## src/rtl/yqc_calc_pkg.sv

```systemverilog
// Shared key codes, operation and FSM state encodings for the yqc calculator.
// Latency: n/a (declarations only).
// Backpressure: n/a.
package yqc_calc_pkg;

    localparam int KEY_W = 4;

    localparam logic [KEY_W-1:0] KEY_LOAD_A = 4'h0;
    localparam logic [KEY_W-1:0] KEY_LOAD_B = 4'h1;
    localparam logic [KEY_W-1:0] KEY_OP_ADD = 4'h2;
    localparam logic [KEY_W-1:0] KEY_EXEC   = 4'h3;
    localparam logic [KEY_W-1:0] KEY_OP_DIV = 4'h4;
    localparam logic [KEY_W-1:0] KEY_OP_SUB = 4'h5;
    localparam logic [KEY_W-1:0] KEY_OP_MUL = 4'h6;
    localparam logic [KEY_W-1:0] KEY_OP_MOD = 4'h7;
    localparam logic [KEY_W-1:0] KEY_CLEAR  = 4'h8;

    typedef enum logic [2:0] {ADD, SUB, MUL, DIV, MOD} op_t;

    typedef enum logic [1:0] {IDLE, CALC, FIN} state_t;

    function automatic logic op_is_div(input op_t op);
        return (op == DIV) || (op == MOD);
    endfunction

endpackage

```

## src/rtl/yqc_calc_iter.sv

```systemverilog
// Iterative engine: shift-add multiply and restoring divide on one shared hi/lo register pair.
// Latency: WIDTH cycles after start; last is high during the final step cycle.
// Backpressure: none; a/b/op must stay stable while active, start reloads at any time.
module yqc_calc_iter
    import yqc_calc_pkg::*;
#(
    parameter int WIDTH = 8
) (
    input  logic             clk,
    input  logic             rst,
    input  logic             clr,
    input  logic             start,
    input  op_t              op,
    input  logic [WIDTH-1:0] a,
    input  logic [WIDTH-1:0] b,
    output logic [WIDTH-1:0] res_lo,
    output logic             res_hi_nz,
    output logic [WIDTH-1:0] rem,
    output logic             last
);

    localparam int CW = (WIDTH > 1) ? $clog2(WIDTH) : 1;

    logic [WIDTH-1:0] hi;
    logic [WIDTH-1:0] lo;
    logic [CW-1:0]    cnt;
    logic             active;

    logic [WIDTH:0]   mul_sum;
    logic [WIDTH:0]   div_shift;
    logic             div_ge;
    logic [WIDTH-1:0] div_diff;

    // MUL: {hi,lo} starts as {0,b}; each step adds a into hi when lo[0] is set, then shifts right.
    assign mul_sum   = {1'b0, hi} + (lo[0] ? {1'b0, a} : '0);

    // DIV: hi is the partial remainder, lo shifts dividend bits out and quotient bits in.
    // Remainder stays below b, so the low WIDTH bits of the subtraction are exact.
    assign div_shift = {hi, lo[WIDTH-1]};
    assign div_ge    = (div_shift >= {1'b0, b});
    assign div_diff  = div_shift[WIDTH-1:0] - b;

    assign last      = active && (cnt == CW'(WIDTH - 1));
    assign res_lo    = lo;
    assign res_hi_nz = |hi;
    assign rem       = hi;

    always_ff @(posedge clk) begin
        if (rst || clr) begin
            hi     <= '0;
            lo     <= '0;
            cnt    <= '0;
            active <= 1'b0;
        end else if (start) begin
            hi     <= '0;
            lo     <= (op == MUL) ? b : a;
            cnt    <= '0;
            active <= 1'b1;
        end else if (active) begin
            if (op == MUL) begin
                hi <= mul_sum[WIDTH:1];
                lo <= {mul_sum[0], lo[WIDTH-1:1]};
            end else begin
                hi <= div_ge ? div_diff : div_shift[WIDTH-1:0];
                lo <= {lo[WIDTH-2:0], div_ge};
            end
            cnt <= cnt + CW'(1);
            if (last) begin
                active <= 1'b0;
            end
        end
    end

endmodule

```

## src/rtl/yqc_calc_seq.sv

```systemverilog
// Key-driven calculator: 1-cycle add/sub, WIDTH+1-cycle mul/div/mod; YQC_CALC_CHAIN_EN feeds results back into A.
// Latency: done one edge after EXEC for add/sub/div-by-zero, WIDTH+1 edges after EXEC for mul/div/mod.
// Backpressure: while busy every key except CLEAR is dropped; CLEAR aborts with no done pulse.
module yqc_calc_seq
    import yqc_calc_pkg::*;
#(
    parameter int WIDTH = 8
) (
    input  logic             clk,
    input  logic             rst,
    input  logic [3:0]       key,
    input  logic             key_vld,
    input  logic [WIDTH-1:0] data_in,
    output logic [WIDTH-1:0] data_out,
    output logic             busy,
    output logic             done,
    output logic             ovf,
    output logic             err
);

    state_t           state;
    state_t           state_nxt;
    logic [WIDTH-1:0] reg_a;
    logic [WIDTH-1:0] reg_b;
    op_t              op_q;

    logic             clr_key;
    logic             exec_idle;
    logic             b_zero;
    logic [WIDTH:0]   add_sum;
    logic [WIDTH:0]   sub_diff;

    logic             iter_start;
    logic             iter_last;
    logic             iter_hi_nz;
    logic [WIDTH-1:0] iter_lo;
    logic [WIDTH-1:0] iter_rem;

    logic             res_now;
    logic [WIDTH-1:0] res_val;
    logic             res_ovf;
    logic             res_err;
    logic             flag_clr;

    assign clr_key   = key_vld && (key == KEY_CLEAR);
    assign exec_idle = (state == IDLE) && key_vld && (key == KEY_EXEC);
    assign b_zero    = (reg_b == '0);
    assign add_sum   = {1'b0, reg_a} + {1'b0, reg_b};
    assign sub_diff  = {1'b0, reg_a} - {1'b0, reg_b};
    assign busy      = (state != IDLE);

    yqc_calc_iter #(
        .WIDTH (WIDTH)
    ) u_iter (
        .clk       (clk),
        .rst       (rst),
        .clr       (clr_key),
        .start     (iter_start),
        .op        (op_q),
        .a         (reg_a),
        .b         (reg_b),
        .res_lo    (iter_lo),
        .res_hi_nz (iter_hi_nz),
        .rem       (iter_rem),
        .last      (iter_last)
    );

    always_ff @(posedge clk) begin
        if (rst) begin
            state <= IDLE;
        end else begin
            state <= state_nxt;
        end
    end

    always_comb begin
        state_nxt  = state;
        iter_start = 1'b0;
        res_now    = 1'b0;
        res_val    = '0;
        res_ovf    = 1'b0;
        res_err    = 1'b0;
        flag_clr   = 1'b0;

        case (state)
            IDLE: begin
                if (exec_idle) begin
                    flag_clr = 1'b1;
                    case (op_q)
                        ADD: begin
                            res_now = 1'b1;
                            res_val = add_sum[WIDTH-1:0];
                            res_ovf = add_sum[WIDTH];
                        end
                        SUB: begin
                            res_now = 1'b1;
                            res_val = sub_diff[WIDTH-1:0];
                            res_ovf = sub_diff[WIDTH];
                        end
                        default: begin
                            // Division by zero is answered immediately instead of running the divider.
                            if (op_is_div(op_q) && b_zero) begin
                                res_now = 1'b1;
                                res_val = '1;
                                res_err = 1'b1;
                            end else begin
                                state_nxt  = CALC;
                                iter_start = 1'b1;
                            end
                        end
                    endcase
                end
            end
            CALC: begin
                if (iter_last) begin
                    state_nxt = FIN;
                end
            end
            FIN: begin
                state_nxt = IDLE;
                res_now   = 1'b1;
                case (op_q)
                    MUL: begin
                        res_val = iter_lo;
                        res_ovf = iter_hi_nz;
                    end
                    DIV:     res_val = iter_lo;
                    default: res_val = iter_rem;
                endcase
            end
            default: state_nxt = IDLE;
        endcase

        if (clr_key) begin
            state_nxt  = IDLE;
            iter_start = 1'b0;
            res_now    = 1'b0;
            flag_clr   = 1'b0;
        end
    end

    always_ff @(posedge clk) begin
        if (rst || clr_key) begin
            reg_a    <= '0;
            reg_b    <= '0;
            op_q     <= ADD;
            data_out <= '0;
            done     <= 1'b0;
            ovf      <= 1'b0;
            err      <= 1'b0;
        end else begin
            done <= res_now;

            // Operands and op are only writable from IDLE, so they stay frozen during CALC/FIN.
            if ((state == IDLE) && key_vld) begin
                case (key)
                    KEY_LOAD_A: reg_a <= data_in;
                    KEY_LOAD_B: reg_b <= data_in;
                    KEY_OP_ADD: op_q  <= ADD;
                    KEY_OP_SUB: op_q  <= SUB;
                    KEY_OP_MUL: op_q  <= MUL;
                    KEY_OP_DIV: op_q  <= DIV;
                    KEY_OP_MOD: op_q  <= MOD;
                    default: ;
                endcase
            end

            if (flag_clr) begin
                ovf <= 1'b0;
                err <= 1'b0;
            end

            if (res_now) begin
                data_out <= res_val;
                ovf      <= res_ovf;
                err      <= res_err;
`ifdef YQC_CALC_CHAIN_EN
                reg_a    <= res_val;
`else
`endif
            end
        end
    end

endmodule
```

## config.mk

```make
export PLATFORM = sky130hd
export DESIGN_NAME = yqc_calc_seq
export DESIGN_NICKNAME = d
export VERILOG_FILES = /design/src/rtl/yqc_calc_pkg.sv /design/src/rtl/yqc_calc_iter.sv /design/src/rtl/yqc_calc_seq.sv
export SDC_FILE = /design/constraint.sdc
export NUM_CORES = 1
export LEC_CHECK = 0
export ABC_AREA = 0
export ABC_CLOCK_PERIOD_IN_PS = 3550
export CELL_PAD_IN_SITES_DETAIL_PLACEMENT = 0
export CELL_PAD_IN_SITES_GLOBAL_PLACEMENT = 1
export CORE_AREA = 2 2 95 97
export DETAILED_ROUTE_END_ITERATION = 10
export DIE_AREA = 0 0 97 99
export PLACE_DENSITY_LB_ADDON = 0.1
export SLEW_MARGIN = 15
export SYNTH_ARGS = -nofsm -noshare
export SYNTH_HDL_FRONTEND = slang
export SYNTH_HIERARCHICAL = 1
export SYNTH_SLANG_ARGS = --single-unit
export TNS_END_PERCENT = 10
```

## constraint.sdc

```tcl
create_clock -name clk -period 3.55 [get_ports clk]
set_input_delay 0.8875 -clock clk [delete_from_list [all_inputs] [get_ports clk]]
set_output_delay 0.8875 -clock clk [all_outputs]
set_load 0.01 [all_outputs]
```

==> flow_metrics.tcl, run 1 <==
set metrics [dict create \
    vdd_drop_max_v 0.000138 \
    cp_top_family "buffers and inverters" \
    grt_pass1_wl_um 19300 \
    reg2reg_to "u_iter/rem[7]" \
    worst_slew_pin_slew_ns 0.674 \
    globalRouteOverflowTotal 0 \
    r2r_slack_ns 0.86 \
    grt_pass1_vias 3659 \
    powerDensity_nw_per_um2 243 \
    grt_max_degree 26 \
    worstReg2RegStart "u_iter/res_lo[0]" \
    drive_gt1_frac 0.0606 \
    cts_buffers 5 \
    netlist_area_um2 4060 \
    worstPathMaxFanout 20 \
    core_area_um2 8550 \
    mostFrequentLayoutCells "nor2_1, nand2_1, dfxtp_1" \
    hold_buffers 0 \
    finalCritPeriodShare 0.767 \
    first_pass_iters 7 \
    placed_cells 645 \
    postSynthNetCount 579 \
    ys.flop_type "dfxtp_1" \
    clk_pin_slew_ns 0.10 \
    final_common_cell "nor2_1" \
    slowest_delay_ns 0.57 \
    cp_num_buf_inv 2 \
    final_max_slew_viol_count 0 \
    crit_required_ns 3.80 \
    ant_nets 0 \
    drv_cap 0 \
    port_buffers 26 \
    synth_cells 526 \
    wirelength_um 11800 \
    placementRows 34 \
    finalCriticalPeriod_ns 2.72 \
    clk_latency_ns 0.30 \
    timing.critical_path.from "key[0]" \
    fin_nets 597 \
    async_flop_share 0 \
    hp-class "reg2reg" \
    cts.htree.levels 2 \
    cts_resized 0 \
    io_pins 27 \
    track_usage 0.249 \
    via_per_inst 5.97 \
    cp.depth 8 \
    final_util 0.528 \
    cp_data_arrival_time_ns 2.98 \
    p_leak_nw 1.82 \
    ys_types 64 \
    rsz0062_at_grt "false" \
    die_w_um 97 \
    vias 3899 \
    synth-edff-count 0 \
    fp.dieH_um 99 \
    cts_tree "yes" \
    drc 0 \
    path_cells "clkdlybuf4s50_1 > nor2b_1 > nand3_4 > nor2_1 > buf_4 > nor3_1 > a311oi_1 > o31a_1" \
    avgSynthCellArea_um2 7.71 \
    stdcell_count 653 \
    root_buffer "clkbuf_8" \
    r2r_cells 9 \
    cp-end-kind "register" \
    gp_congestion 0.962 \
    start_util 0.474 \
    slew_headroom 0.551 \
    antenna_found_initial 0 \
    ys_seq_area_frac 0.257 \
    crit_path_end "u_iter/res_lo[0]" \
    slowest_stage "clkdlybuf4s50_1" \
    skew_ns 0.00756 \
    cts_post_setup_buffers_inserted 0 \
    startpoint_type "input port" \
    yosysWarnings 6 \
    power_mw 1.10 \
    dpl.hpwl_um 8880 \
    area.growth.synth_to_final_pct 11.2 \
    avgRoutedWirePerCell_um 18.1 \
    synth_seq_cells 52 \
    setup_violations 0 \
    status "complete, no violations" \
    fmax_mhz 367 \
    hold_viol_final 0 \
    cts_sinks 52 \
    path_class "in2reg" \
    cts_max_path_buffers 2 \
    dieArea_um2 9600 \
    finalSetupTns_ns 0 \
    antennaDiodeCount 0 \
    drt-initial-drc-count 307 \
]
==> power breakdown <==
| group | switching [mW] | internal [mW] | leakage, nW |
|---|---|---|---|
| logic | 0.0800 | 0.0623 | 1.36 |
| registers | 0.0106 | 0.589 | 0.419 |
| clock network | 0.196 | 0.159 | 0.0445 |
==> how the worst min path moves through the flow <==
stage               slack, ns          start       endpoint  cells after the start
CTS                      0.52  u_iter/cnt[1]  u_iter/cnt[1]                      2
global placement         0.48  u_iter/cnt[1]  u_iter/cnt[1]                      2
global route             0.54            ovf            ovf                      2
detailed placement       0.49  u_iter/cnt[2]  u_iter/cnt[2]                      2
floorplan                0.46  u_iter/cnt[1]  u_iter/cnt[1]                      2
finish                   0.51  u_iter/cnt[1]  u_iter/cnt[1]                      2
==> sequential cells by signal, summed over array words and instances (netlist names) <==
signal	count
err	1
u_iter/res_lo	8
op_q	3
data_out	8
state	2
u_iter/rem	8
reg_b	8
u_iter/active	1
done	1
u_iter/cnt	3
reg_a	8
ovf	1
==> stage by stage <==
step / hold WS (ns) / setup slack, ns / cell area, µm²
after global routing: 0.542 / 0.680 / 4510
after floorplan: 0.465 / 0.969 / 4060
after CTS: 0.518 / 0.832 / 4510
after detailed placement: 0.494 / 0.521 / 4420
after global placement: 0.480 / 0.599 / 4420
final: 0.507 / 0.826 / 4510
==> worst min-delay path: stages, from the launching register on <==
cell	delay, ns
dfxtp_1	0.34
mux2i_1	0.07
nor2_1	0.07
==> kinds of logic after synthesis <==
family	Yosys count	synth area share
flip-flops	52	0.257
buffers and inverters	51	0.0500
AND/OR/NAND/NOR	214	0.258
XOR/XNOR	12	0.0259
multiplexers	20	0.0497
AO/OA/AOI/OAI	139	0.235
adder cells (fa/ha/maj)	38	0.125
==> cell usage after synthesis (all sizes together) (2+ instances only) <==
library cell  number  area share
nand3             18       0.025
nor2              67       0.062
a21boi             5      0.0093
xor2               2      0.0043
and4b              2      0.0049
xnor2             10       0.022
o21bai             5       0.010
o221ai             2      0.0043
or2                6      0.0093
nand3b             2      0.0037
or3                4      0.0062
and2               9       0.014
nor3               5      0.0062
ha                34        0.10
nand2b            12       0.019
nand2             64       0.059
and3               2      0.0031
dfxtp             52        0.26
nor3b              4      0.0099
buf                5      0.0074
o21a               5      0.0093
o211ai             9       0.018
a211oi             7       0.013
fa                 4       0.020
mux2i             19       0.047
a311o              3      0.0074
a21oi             42       0.057
inv               26       0.024
o41ai              2      0.0043
a21o               4      0.0074
o31a               3      0.0065
nor2b              8       0.012
o21ai             17       0.021
a311oi             8       0.017
o31ai              5      0.0093
nor4               5      0.0077
clkbuf            19       0.018
a31oi             10       0.015
o311ai             4      0.0086
==> area by class of cell <==
cell class	instances	area, µm²
clock buffers	7	86.3
clock inverters	1	7.51
fillers	837	4040
inverters	27	101
multi-input cells	423	2810
flip-flops and latches	52	1040
well taps	108	135
repair buffers	35	328
==> metal layers <==
metal  global-route usage  up-vias  wire, µm
li1                     -     1922         -
met4               0.0585        0       173
met1                0.352     1849      5540
met3               0.0454       17       643
met5                    0        -         0
met2                0.397      111      5430
Note: power is estimated with default switching activity, not from simulation.
==> inputs of run 2 (changes only) <==
ABC_CLOCK_PERIOD_IN_PS = 2500   (was 3550)
CORE_AREA = 2 2 104 106   (was 2 2 95 97)
DIE_AREA = 0 0 106 108   (was 0 0 97 99)
clock period = 2.5 ns   (was 3.55 ns; I/O delays follow)
==> run 2 against run 1 <==
Global-route usage decreased by 1.7 points. Sequential share of layout area decreased by 1.7 points. Combinational power increased by 64%. Via count increased by 2.2%. Critical path depth increased by 1. Non-clock buffer count increased by 39. Hold slack improved by 0.018 ns. Clock power increased by 40%. Clock skew increased by 0.0078 ns. Die area increased by 19%. Critical path type is now reg2reg. Critical endpoint is now u_iter/rem[7]. Largest power group unchanged.
==> flow_metrics.tcl, run 2 (synthesized netlist as in run 1, its figures left out) <==
set metrics [dict create \
    cts_max_path_buffers 2 \
    worst_slew_pin_slew_ns 0.785 \
    path_class "reg2reg" \
    ant_nets 0 \
    port_buffers 26 \
    final_util 0.476 \
    placed_cells 712 \
    clk_pin_slew_ns 0.11 \
    vias 3986 \
    hold_buffers 0 \
    cts.htree.levels 2 \
    gp_congestion 0.849 \
    wirelength_um 12800 \
    rsz0062_at_grt "false" \
    first_pass_iters 5 \
    area.growth.synth_to_final_pct 20.1 \
    skew_ns 0.0153 \
    drc 0 \
    antennaDiodeCount 0 \
    avgRoutedWirePerCell_um 17.7 \
    grt_max_degree 26 \
    root_buffer "clkbuf_8" \
    cts_buffers 5 \
    io_pins 27 \
    final_common_cell "nor2_1" \
    clk_latency_ns 0.32 \
    dieArea_um2 11400 \
    powerDensity_nw_per_um2 324 \
    finalCriticalPeriod_ns 2.38 \
    cts_tree "yes" \
    slew_headroom 0.477 \
    finalCritPeriodShare 0.951 \
    cp_data_arrival_time_ns 2.58 \
    finalSetupTns_ns 0 \
    dpl.hpwl_um 10000 \
    start_util 0.396 \
    crit_required_ns 2.70 \
    setup_violations 0 \
    cp-end-kind "register" \
    fillers 1055 \
    timing.hold.ws_ns 0.525 \
    status "complete, no violations" \
    drv_cap 0 \
    mostFrequentLayoutCells "nor2_1, nand2_1, dfxtp_1" \
    p_leak_nw 2.02 \
    stdcell_count 719 \
    cts_sinks 52 \
    fmax_mhz 421 \
    placementRows 37 \
    drive_gt1_frac 0.132 \
    die_w_um 106 \
    via_per_inst 5.54 \
    fp.dieH_um 108 \
    grt_pass1_vias 3845 \
    placed_cell_area_um2 4770 \
    track_usage 0.232 \
    final_area_um2 4870 \
    final_max_slew_viol_count 0 \
    hp-class "reg2reg" \
    vdd_drop_max_v 0.000230 \
    globalRouteOverflowTotal 0 \
    core_area_um2 10200 \
    antenna_found_initial 0 \
    startpoint_type "register" \
    hold_viol_final 0 \
    grt_pass1_wl_um 20700 \
    drt-initial-drc-count 224 \
    fin_nets 636 \
    worstPathMaxFanout 4 \
]
run 2: cell types whose count changed in the layout (fill, tap and decap cells not counted), sizes merged:
cell | previous run | this run
buf | 9 | 48
clkbuf | 7 | 5
inv | 26 | 27
run 2: repair_timing:
item,in CTS,in global routing
resized for setup,0,6
buffers inserted,0,0
hold endpoints to repair,0,0
setup endpoints to repair,0,5
run 2: area by class of cell:
cell class / count / area, µm² / share of cell area
Multi-Input combinational cell: 423 / 2830 / 0.580
Sequential cell: 52 / 1040 / 0.214
Timing Repair Buffer: 74 / 646 / 0.132
Tap cell: 136 / 170 / 0.0349
Inverter: 27 / 101 / 0.0208
Clock buffer: 5 / 68.8 / 0.0141
Clock inverter: 2 / 16.3 / 0.00334
run 2: final timing paths:
path	from	end	slack [ns]	cells past startpoint
setup / recovery	reg_a[0]	u_iter/rem[7]	0.12	9
hold / removal	u_iter/cnt[1]	u_iter/cnt[1]	0.53	2
setup reg to reg	reg_a[0]	u_iter/rem[7]	0.12	9
hold reg to reg	u_iter/cnt[1]	u_iter/cnt[1]	0.53	2
run 2: metal layers:
metal  vias up  routed length [µm]  global-route usage
met4         0                 116              0.0376
li1       1996                   -                   -
met1      1891                6210               0.334
met3        14                 470              0.0265
met2        85                5960               0.382
met5         -                   0                   0
run 2: through the flow:
step	total power, mW	setup WS, ns
final	1.58	0.122
after detailed placement	1.10	-0.0159
after global routing	1.65	0.0137
after floorplan	0.998	0.169
after global placement	1.10	0.0392
after CTS	1.59	0.0557
run 2: worst max-delay path: stages (launching register included):
cell and delay, ns:
dfxtp_2 0.35, and2_1 0.15, ha_1 0.21, fa_2 0.36
a211oi_2 0.22, nor2_1 0.10, or4_1 0.40, a311o_1 0.33
o221ai_1 0.07, o21ai_1 0.08
run 2: power by group:
part           total (mW)  internal [mW]  switching, mW
sequential          0.848          0.837         0.0112
combinational       0.233          0.108          0.125
clock               0.498          0.196          0.302
==> inputs of run 3 (changes only) <==
CORE_AREA = 2 2 120 122   (was 2 2 104 106)
DIE_AREA = 0 0 122 124   (was 0 0 106 108)
PLACE_DENSITY = 0.6   (was unset)
PLACE_DENSITY_LB_ADDON = unset   (was 0.1)
==> run 3 against run 2 <==
Count of clock-buffer cells in the layout is 2 higher. Critical path depth stayed put. Die area is 32% higher. Critical path type unchanged.
==> flow_metrics.tcl, run 3 (synthesized netlist as in run 1, its figures left out) <==
set metrics [dict create \
    cp_top_family "compound AO/OA/AOI/OAI gates" \
    via_per_inst 5.16 \
    final_max_slew_viol_count 0 \
    holdPathStages 2 \
    hold_path_end "u_iter/cnt[1]" \
    grt_pass1_vias 3877 \
    drive_gt1_frac 0.138 \
    dieArea_um2 15100 \
    vias 3971 \
    port_buffers 26 \
    path_class "reg2reg" \
    regArea_um2 1040 \
    start_util 0.296 \
    worst_slew_pin_slew_ns 0.800 \
    placed_cell_area_um2 4850 \
    cp-end-kind "register" \
    die_w_um 122 \
    cts_buffers 5 \
    met3_usage 0.0270 \
    reg2reg_to "u_iter/rem[7]" \
    final_area_um2 5050 \
    r2r_cells 9 \
    hold_buffers 0 \
    path_cells "and2_1 > ha_1 > fa_2 > a211oi_2 > nor2_1 > or4_1 > a311o_1 > o221ai_1 > o21ai_1" \
    globalRouteOverflowTotal 0 \
    slew_headroom 0.467 \
    rsz0062_at_grt "false" \
    finalCritPeriodShare 0.953 \
    grt_busiest_layer "met2" \
    multi_input_area_um2 2830 \
    p_leak_nw 2.09 \
    crit_required_ns 2.69 \
    dpl.hpwl_um 10300 \
    gp_congestion 0.864 \
    hold_viol_final 0 \
    grt_pass1_wl_um 20900 \
    slowest_stage "or4_1" \
    cp_data_arrival_time_ns 2.57 \
    setup_violations 0 \
    avgRoutedWirePerCell_um 17.0 \
    antennaDiodeCount 0 \
    fp.dieH_um 124 \
    globalRouteMet1Util 0.250 \
    mostFrequentLayoutCells "nor2_1, nand2_1, dfxtp_1, buf_4, a21oi_1" \
    ant_nets 0 \
    slowest_delay_ns 0.41 \
    track_usage 0.181 \
    vdd_drop_max_v 0.000229 \
    fin_nets 641 \
    r2r_slack_ns 0.12 \
    skew_ns 0.00358 \
    clk_latency_ns 0.30 \
    worstHoldStart "u_iter/cnt[1]" \
    drc 0 \
    worstPathMaxFanout 5 \
    placed_cells 761 \
    core_area_um2 13700 \
    placementRows 43 \
    final_common_cell "nor2_1" \
    power_mw 1.93 \
    cts_sinks 52 \
    timing.hold.ws_ns 0.506 \
    cts.htree.levels 2 \
    powerDensity_nw_per_um2 381 \
    fmax_mhz 420 \
    hp-class "reg2reg" \
    finalSetupTns_ns 0 \
    fillers 1468 \
    wirelength_um 13000 \
    first_pass_iters 5 \
    area.growth.synth_to_final_pct 24.5 \
    cp_num_buf_inv 0 \
    cts_tree "yes" \
    stdcell_count 769 \
    cts_max_path_buffers 2 \
    root_buffer "clkbuf_16" \
    finalCriticalPeriod_ns 2.38 \
    drt-initial-drc-count 246 \
    clk_pin_slew_ns 0.07 \
    worstReg2RegStart "reg_a[0]" \
    antenna_found_initial 0 \
    status "complete, no violations" \
    io_pins 27 \
    grt_max_degree 26 \
    grt.met2_usage 0.299 \
    startpoint_type "register" \
    drv_cap 0 \
]
## run 3: worst register-to-register path: stages (launching register included)
cell	delay [ns]
dfxtp_1	0.36
and2_1	0.18
ha_1	0.21
fa_2	0.36
a211oi_2	0.20
nor2_1	0.08
or4_1	0.41
a311o_1	0.34
o221ai_1	0.08
o21ai_1	0.08
## run 3: how the worst max path moves through the flow
stage                           from               end  slack (ns)  cells after the start
floorplan           u_iter/res_lo[0]     u_iter/rem[7]        0.17                      9
global placement              key[3]  u_iter/res_lo[0]       -0.04                      8
detailed placement            key[3]  u_iter/res_lo[0]       -0.06                      8
CTS                         reg_a[0]     u_iter/rem[7]        0.02                      9
global route                reg_a[0]     u_iter/rem[7]       0.006                      9
finish                      reg_a[0]     u_iter/rem[7]        0.12                      9
## run 3: per-layer routing
| layer | up-vias | part of all wire |
|---|---|---|
| met5 | - | 0 |
| met2 | 67 | 0.47 |
| met3 | 9 | 0.031 |
| li1 | 1991 | - |
| met1 | 1904 | 0.49 |
| met4 | 0 | 0.010 |
## run 3: repair_timing
action / 4_1_cts / 5_1_grt
endpoints found under the setup margin: 0 / 4
setup buffers: 0 / 0
endpoints found under the hold margin: 0 / 0
gates resized for setup: 0 / 4
## run 3: report_power, final
group,leakage [nW],internal (mW),switching (mW)
Sequential,0.419,0.837,0.0107
Combinational,1.58,0.113,0.125
Clock,0.0901,0.527,0.313
## run 3: final cells by class
class | instances | area share
tap | 180 | 0.0446
multi-input combinational | 423 | 0.560
sequential | 52 | 0.206
inverter | 27 | 0.0201
timing repair buffer | 79 | 0.133
clock inverter | 1 | 0.00595
clock buffer | 7 | 0.0302
## run 3: through the flow
stage	setup WS, ns	utilization
final	0.118	0.368
after detailed placement	-0.0568	0.354
after global routing	0.00599	0.368
after global placement	-0.0355	0.354
after CTS	0.0171	0.367
after floorplan	0.169	-
